<file path="config.mk">
export PLATFORM = sky130hd
export DESIGN_NAME = tinyqv_peri_fabric
export DESIGN_NICKNAME = d
export VERILOG_FILES = /design/src/rtl/tinyqv_peri_fabric.sv
export SDC_FILE = /design/constraint.sdc
export NUM_CORES = 1
export LEC_CHECK = 0
export ABC_AREA = 1
export CAP_MARGIN = 5
export CORE_AREA = 4 4 419 421
export CTS_CLUSTER_DIAMETER = 80
export DETAILED_ROUTE_END_ITERATION = 6
export DIE_AREA = 0 0 423 425
export GPL_TIMING_DRIVEN = 0
export HOLD_SLACK_MARGIN = 0.02
export PLACE_DENSITY = 0.31
export SETUP_SLACK_MARGIN = 0.3
export SLEW_MARGIN = 20
export SYNTH_ARGS = -nofsm -noshare
export SYNTH_HDL_FRONTEND = slang
export SYNTH_SLANG_ARGS = --single-unit
export TNS_END_PERCENT = 10
</file>
<file path="constraint.sdc">
create_clock -name clk -period 5.9 [get_ports clk]
set_input_delay 1.18 -clock clk [delete_from_list [all_inputs] [get_ports clk]]
set_output_delay 1.18 -clock clk [all_outputs]
set_load 0.01 [all_outputs]
</file>
<file path="src/rtl/tinyqv_peri_fabric.sv">
// TinyQV peripheral fabric: address decode to one-hot slot selects, held read
// data with a not-ready timeout, slot 1 control registers (GPIO, interrupts,
// status, pin function select) and registered GPIO pad outputs.
module tinyqv_peri_fabric #(
    parameter int          NUM_USER       = 16,
    parameter int          NUM_SIMPLE     = 16,
    parameter int          NUM_GPIO       = 8,
    parameter int          TIMEOUT_CYCLES = 255,
    parameter logic [31:0] TIMEOUT_DATA   = 32'hFFFF_FFFF
) (
    input  logic                    clk,
    input  logic                    rst,
    input  logic [10:0]             addr_in,
    input  logic [31:0]             data_in,
    input  logic [1:0]              data_write_n,
    input  logic [1:0]              data_read_n,
    input  logic                    data_read_complete,
    output logic [31:0]             data_out,
    output logic                    data_ready,
    output logic [NUM_USER-1:0]     user_sel,
    output logic [NUM_SIMPLE-1:0]   simple_sel,
    input  logic [32*NUM_USER-1:0]  user_data,
    input  logic [NUM_USER-1:0]     user_ready,
    input  logic [NUM_USER-1:0]     user_irq,
    input  logic [8*NUM_SIMPLE-1:0] simple_data,
    input  logic [8*NUM_USER-1:0]   user_uo,
    input  logic [8*NUM_SIMPLE-1:0] simple_uo,
    input  logic [NUM_GPIO-1:0]     ui_in,
    output logic [NUM_GPIO-1:0]     uo_out,
    output logic [NUM_USER-1:0]     irq_out
);

    localparam int CNT_W = (TIMEOUT_CYCLES > 0) ? $clog2(TIMEOUT_CYCLES + 1) : 1;
    localparam logic [CNT_W-1:0] TMO_LAST = CNT_W'((TIMEOUT_CYCLES > 0) ? TIMEOUT_CYCLES - 1 : 0);
    // Slots 0 and 1 never raise interrupts (reserved / this block)
    localparam logic [NUM_USER-1:0] IRQ_MASK = {{(NUM_USER-2){1'b1}}, 2'b00};

    // Decode
    logic       read_req;
    logic       write_req;
    logic       ctrl_sel;
    logic       ctrl_wr;
    logic [5:0] reg_off;

    assign read_req  = (data_read_n != 2'b11);
    assign write_req = (data_write_n != 2'b11);
    assign ctrl_sel  = !addr_in[10] && (addr_in[9:6] == 4'd1);
    assign ctrl_wr   = write_req && ctrl_sel;
    assign reg_off   = addr_in[5:0];

    // State
    logic [31:0]         data_out_reg;
    logic                hold_reg;
    logic [CNT_W-1:0]    wait_cnt_reg;
    logic                timeout_flag_reg;
    logic [NUM_GPIO-1:0] gpio_out_reg;
    logic [NUM_USER-1:0] irq_prev_reg;
    logic [NUM_USER-1:0] irq_pending_reg;
    logic [NUM_USER-1:0] irq_enable_reg;
    logic [NUM_GPIO-1:0] uo_out_reg;
    logic [4:0]          func_sel [NUM_GPIO];
    logic [NUM_GPIO-1:0] pin_next;

    // Unpacked views of the flattened peripheral buses
    logic [31:0] user_data_arr   [NUM_USER];
    logic [7:0]  user_uo_arr     [NUM_USER];
    logic [7:0]  simple_data_arr [NUM_SIMPLE];
    logic [7:0]  simple_uo_arr   [NUM_SIMPLE];

    generate
        for (genvar gi = 0; gi < NUM_USER; gi++) begin : g_user
            assign user_sel[gi]      = !addr_in[10] && (addr_in[9:6] == 4'(gi));
            assign user_data_arr[gi] = user_data[32*gi +: 32];
            assign user_uo_arr[gi]   = user_uo[8*gi +: 8];
        end
        for (genvar gi = 0; gi < NUM_SIMPLE; gi++) begin : g_simple
            assign simple_sel[gi]      = addr_in[10] && (addr_in[7:4] == 4'(gi));
            assign simple_data_arr[gi] = simple_data[8*gi +: 8];
            assign simple_uo_arr[gi]   = simple_uo[8*gi +: 8];
        end
    endgenerate

    // Slot 0/1 data and ready inputs are replaced internally; upper write bits have no target
    logic unused_inputs;
    assign unused_inputs = ^{data_in[31:16], user_data[63:0], user_ready[1:0], user_uo[15:8]};

    // Control register read mux
    logic [31:0] ctrl_rdata;
    always_comb begin
        ctrl_rdata = 32'h0;
        case (reg_off)
            6'h00:   ctrl_rdata = 32'(gpio_out_reg);
            6'h04:   ctrl_rdata = 32'(ui_in);
            6'h08:   ctrl_rdata = 32'(irq_pending_reg);
            6'h0C:   ctrl_rdata = 32'(irq_enable_reg);
            6'h10:   ctrl_rdata = {31'h0, timeout_flag_reg};
            default: ctrl_rdata = 32'h0;
        endcase
        if (reg_off[5] && (reg_off[1:0] == 2'b00)) begin
            for (int p = 0; p < NUM_GPIO; p++) begin
                if (reg_off[4:2] == 3'(p)) ctrl_rdata = 32'(func_sel[p]);
            end
        end
    end

    // Ready/data of whichever slot the address points at
    logic        sel_ready;
    logic [31:0] sel_data;
    always_comb begin
        sel_ready = 1'b0;
        sel_data  = 32'h0;
        if (addr_in[10]) begin
            sel_ready = 1'b1;
            for (int s = 0; s < NUM_SIMPLE; s++) begin
                if (addr_in[7:4] == 4'(s)) sel_data = {24'h0, simple_data_arr[s]};
            end
        end else if (ctrl_sel) begin
            sel_ready = 1'b1;
            sel_data  = ctrl_rdata;
        end else begin
            for (int s = 2; s < NUM_USER; s++) begin
                if (addr_in[9:6] == 4'(s)) begin
                    sel_ready = user_ready[s];
                    sel_data  = user_data_arr[s];
                end
            end
        end
    end

    // Read capture/hold, timeout counter and sticky timeout flag
    always_ff @(posedge clk) begin
        if (rst) begin
            data_out_reg     <= 32'h0;
            hold_reg         <= 1'b0;
            wait_cnt_reg     <= '0;
            timeout_flag_reg <= 1'b0;
        end else begin
            if (ctrl_wr && (reg_off == 6'h10) && data_in[0]) timeout_flag_reg <= 1'b0;
            if (!read_req) begin
                hold_reg     <= 1'b0;
                wait_cnt_reg <= '0;
            end else if (data_read_complete) begin
                // Release wins over a coinciding capture; it is retried next cycle
                hold_reg <= 1'b0;
            end else if (!hold_reg) begin
                if (sel_ready) begin
                    data_out_reg <= sel_data;
                    hold_reg     <= 1'b1;
                    wait_cnt_reg <= '0;
                end else if ((TIMEOUT_CYCLES != 0) && (wait_cnt_reg == TMO_LAST)) begin
                    data_out_reg     <= TIMEOUT_DATA;
                    hold_reg         <= 1'b1;
                    wait_cnt_reg     <= '0;
                    timeout_flag_reg <= 1'b1;
                end else if (TIMEOUT_CYCLES != 0) begin
                    wait_cnt_reg <= wait_cnt_reg + CNT_W'(1);
                end
            end
        end
    end

    assign data_out   = data_out_reg;
    assign data_ready = (hold_reg && read_req) || write_req;

    // GPIO output register
    always_ff @(posedge clk) begin
        if (rst) begin
            gpio_out_reg <= '0;
        end else if (ctrl_wr && (reg_off == 6'h00)) begin
            gpio_out_reg <= data_in[NUM_GPIO-1:0];
        end
    end

    // Interrupt edge capture; a new edge beats a same-cycle write-1-clear
    logic [NUM_USER-1:0] irq_set;
    logic [NUM_USER-1:0] irq_clr;
    assign irq_set = user_irq & ~irq_prev_reg & IRQ_MASK;
    assign irq_clr = (ctrl_wr && (reg_off == 6'h08)) ? data_in[NUM_USER-1:0] : '0;

    always_ff @(posedge clk) begin
        if (rst) begin
            irq_prev_reg    <= '0;
            irq_pending_reg <= '0;
            irq_enable_reg  <= '0;
        end else begin
            irq_prev_reg    <= user_irq;
            irq_pending_reg <= (irq_pending_reg & ~irq_clr) | irq_set;
            if (ctrl_wr && (reg_off == 6'h0C)) irq_enable_reg <= data_in[NUM_USER-1:0];
        end
    end

    assign irq_out = irq_pending_reg & irq_enable_reg;

    // Per-pin function select register and output mux
    generate
        for (genvar gi = 0; gi < NUM_GPIO; gi++) begin : g_pin
            localparam logic [4:0] FS_RST = (gi == 0) ? 5'd2 : (gi == 1) ? 5'd3 : 5'd1;
            logic [4:0] fs_reg;
            logic       pin_val;

            // func_sel[gi] register; pins 0/1 default to the UART
            always_ff @(posedge clk) begin
                if (rst) begin
                    fs_reg <= FS_RST;
                end else if (ctrl_wr && (reg_off == 6'(32 + 4*gi))) begin
                    fs_reg <= data_in[4:0];
                end
            end

            // Pick bit gi of the chosen slot's uo; user slot 1 supplies gpio_out
            always_comb begin
                pin_val = 1'b0;
                if (fs_reg[4]) begin
                    for (int s = 0; s < NUM_SIMPLE; s++) begin
                        if (fs_reg[3:0] == 4'(s)) pin_val = simple_uo_arr[s][gi];
                    end
                end else begin
                    for (int s = 0; s < NUM_USER; s++) begin
                        if (fs_reg[3:0] == 4'(s)) pin_val = (s == 1) ? gpio_out_reg[gi] : user_uo_arr[s][gi];
                    end
                end
            end

            assign func_sel[gi] = fs_reg;
            assign pin_next[gi] = pin_val;
        end
    endgenerate

    // Registered pad outputs
    always_ff @(posedge clk) begin
        if (rst) begin
            uo_out_reg <= '0;
        end else begin
            uo_out_reg <= pin_next;
        end
    end

    assign uo_out = uo_out_reg;

endmodule

</file>
==> summary by stage <==
Logic synthesis
The netlist area before placement is between 10000 and 15000 um^2. The average instance in the mapped netlist occupies about 5.3 um^2. The cell count after synthesis came out at 2565. The synthesized design contains between 100 and 150 register bits. The number of nets in the synthesized netlist is between 3000 and 4000.

Of the synthesized area, sequential elements account for 21.2%. Synthesis instantiated 43 different standard cells from the library. Yosys printed 0 warnings.

Finish
Leaving out fill and tap cells, the most frequent cells in the layout are sky130_fd_sc_hd__clkdlybuf4s50_1, sky130_fd_sc_hd__nand2_1, sky130_fd_sc_hd__nor2_1. The share of layout cells above drive strength 1 is under 10%. The count of filler cells inserted in the layout is ~20000.

The area growth from synthesis to layout is 98.3%. The fraction of the core area covered by cells at the end of the flow is approximately 16%. The flip-flop count of the largest register after layout is 40. The leading cell type in the layout, fill and taps excluded is sky130_fd_sc_hd__clkdlybuf4s50_1. The final layout contains 4554 nets.

Hold path
The path category of the worst min-delay check is reg -> reg. Along the worst hold path, the cell count comes to 1.

Floorplan
The floorplan step defined a die boundary enclosing ~180000 um^2. roughly 1100 I/O pins were placed. The number of cell rows is roughly 150.

The die is between 400 and 500 um tall. For this configuration, the core starts out at a cell density of about 7.9%. The area of the core is 171000 um^2. The chip width is ~420 um.

Status
The run finished with clean final reports.

CTS
Clock-pin slew was measured on the worst setup and hold paths at 0.06 ns. The number of clock buffers inserted by TritonCTS is 17. The CTS tree is done. The maximum level of the CTS H-tree is 4. The insertion delay of the later-clocked pin in the worst-skew pair is roughly 0.47 ns.

The maximum clock path buffer count is 2. The clock net in this run drives a total of roughly 140 sinks. The root buffer cell is sky130_fd_sc_hd__clkbuf_16.

Setup path
The type of origin of the critical path is an input pin. Data on the critical path is required at its endpoint by between 4 and 5 ns. The critical path goes through clkdlybuf4s50_1, nand2_1, buf_2, nor2_1, inv_1, nor2_1, clkdlybuf4s50_1.

The depth of the most critical reg-to-reg path is 12. The slowest stage of the critical path is the sky130_fd_sc_hd__clkdlybuf4s50_1 cell. STA puts the critical path data arrival time at roughly 4.2 ns. The worst setup path is captured at a primary output.

Along the worst path, the maximum fanout reaches 10. For this run, the slowest stage of the critical path takes between 0.7 and 0.8 ns. The startpoint-to-endpoint class of the critical path is in -> out.

GRT
The initial antenna violation count is around 110. The first global-routing pass estimated ~210000 um of wire. After global routing the overflow that remains totals 0.

The number of global-route vias before repair is roughly 22000. Entering global routing, the biggest net connects 17 pins. In the global route stage, overall resource usage came out at between 10% and 20%.

Power
The total leakage power is 10.3 nW. The maximum resistive drop on vdd is around 210 uV. The ratio of total power to cell area is roughly 130 nW/um^2.

STA
The worst path needs approximately 5.4 ns of the cycle, external delays included. Setup repair after global routing could not meet its margin everywhere. The worst hold-check slack is about 0.43 ns. The final sum of negative setup slack is 0 ns. Once routing completed, OpenROAD measured the worst setup slack at slightly above 0.5 ns.

The number of slew-limit violations in the final report is 0. The period utilization is between 90% and 100%. The worst-margin pin slew is 1.15 ns. Setup violations remaining at the end of the flow were counted as 0. Based on the critical path, the design can be clocked at up to approximately 0.19 GHz.

The normalized max-slew margin is 22.8%. The count of final hold-check violations was 0. The clock arrives with around 0.015 ns of skew.

Detailed routing
The routed design has 165000 um of wire. The violation count after the first detailed-route iteration is between 1500 and 2000. The met1 wire length is about 64000 um. The count of TritonRoute iterations in the first routing pass is 5. Summing over every cut layer, the via total after detailed routing is between 20000 and 25000. The per-cell routed wire length is around 28 um. After detailed routing, the met2 layer carries 90100 um of wire.

The number of vias per cell is ~3.7. After detailed routing, the number of remaining DRC violations is 0. The post-route antenna net violation count is 0. The detailed router used layers up to and including met5. The wire length on met3 is 7670 um.

Placement
Prior to clock tree synthesis, the placed netlist has a worst setup slack of -0.176 ns. The weighted congestion at the end of routability-driven global placement is 0.936. Port buffering added slightly below 1000 buffers. The HPWL after detailed placement is roughly 150000 um.

Run
The count of maximum capacitance violations is 0.
## power breakdown
| part | leakage (nW) | switching [W] | internal (W) |
|---|---|---|---|
| clock | 0.267 | 0.000491 | 0.000592 |
| sequential | 1.17 | 0.0000211 | 0.00101 |
| combinational | 8.84 | 0.000658 | 0.000695 |
## path summary, 6_finish.rpt
check / endpoint / slack [ns] / from
max: simple_sel[15] / 0.51 / addr_in[7]
min: irq_pending_reg[12] / 0.43 / irq_prev_reg[12]
max reg2reg: data_out[3] / 3.27 / irq_pending_reg[3]
min reg2reg: irq_pending_reg[12] / 0.43 / irq_prev_reg[12]
## stage by stage
step           total power (W)  area (um^2)  cells
2_1_floorplan          0.00137        13600   2565
3_3_place_gp           0.00242        26300   5855
3_5_place_dp           0.00242        26300   5857
4_1_cts                0.00353        26900   5888
5_1_grt                0.00363        26900   5899
6_report               0.00347        26900   5908
## routing by layer
| metal | vias to the layer above | track usage, % |
|---|---|---|
| li1 | 10400 | - |
| met1 | 10400 | 19.7 |
| met2 | 832 | 34.6 |
| met3 | 213 | 2.67 |
| met4 | 6 | 3.04 |
| met5 | - | 0 |
## synth_stat cells (all sizes together)
master     n  area share (%)
dfxtp    144              21
nand2    756              21
buf       30             1.3
xor2       6            0.39
nor4       1           0.046
a22oi     13            0.72
o21bai     1           0.055
and3      10            0.46
clkbuf    55             1.5
o2111ai    1           0.064
o31ai      4            0.22
o22ai     14            0.64
or2       16            0.74
clkinv     8            0.22
nor3b      2            0.11
ha         2            0.18
o21ai    133             4.9
nand4    151             7.0
inv      296             8.2
nand3b     6            0.33
nor2     463              14
nand3    158             5.9
nor3      20            0.74
mux2i      1           0.074
a31oi      2           0.092
a21boi     1           0.055
o211ai     2            0.11
a21oi    257             9.5
a211oi    10            0.55
o31a       2            0.13
## worst max-delay path: cells and delay by family
family | cells | cell delay, ns
buffers and inverters | 4 | 1.90
AND/OR/NAND/NOR | 3 | 1.11
## final cells by class
type,instances,area [um^2],share of cell area [%]
Sequential cell,144,2880,10.7
Clock buffer,20,447,1.66
Inverter,304,1140,4.25
Antenna cell,20,50.0,0.186
Buffer,85,383,1.42
Multi-Input combinational cell,2032,9200,34.1
Tap cell,2310,2890,10.7
Timing Repair Buffer,982,9840,36.5
Clock inverter,11,108,0.399
## cells by family (layout without fill, tap and decap cells)
kind of cell	after synthesis	in the layout	share of synthesized area (%)
buffers and inverters	389	1402	11.2
DFF	144	144	21.2
AOI/OAI and AO/OA	440	440	17.0
adders and majority gates	2	2	0.184
muxes	1	1	0.0737
other	0	20	0
xor gates and xnor gates	6	6	0.387
and+or+nand+nor	1583	1583	49.9
## repair_timing
| item | CTS | global route |
|---|---|---|
| setup endpoints to repair | 3 | 2 |
| resized for setup | 2 | 1 |
| hold buffers | 0 | 0 |
| buffers inserted | 0 | 0 |
Note: power is estimated with default switching activity, not from simulation.
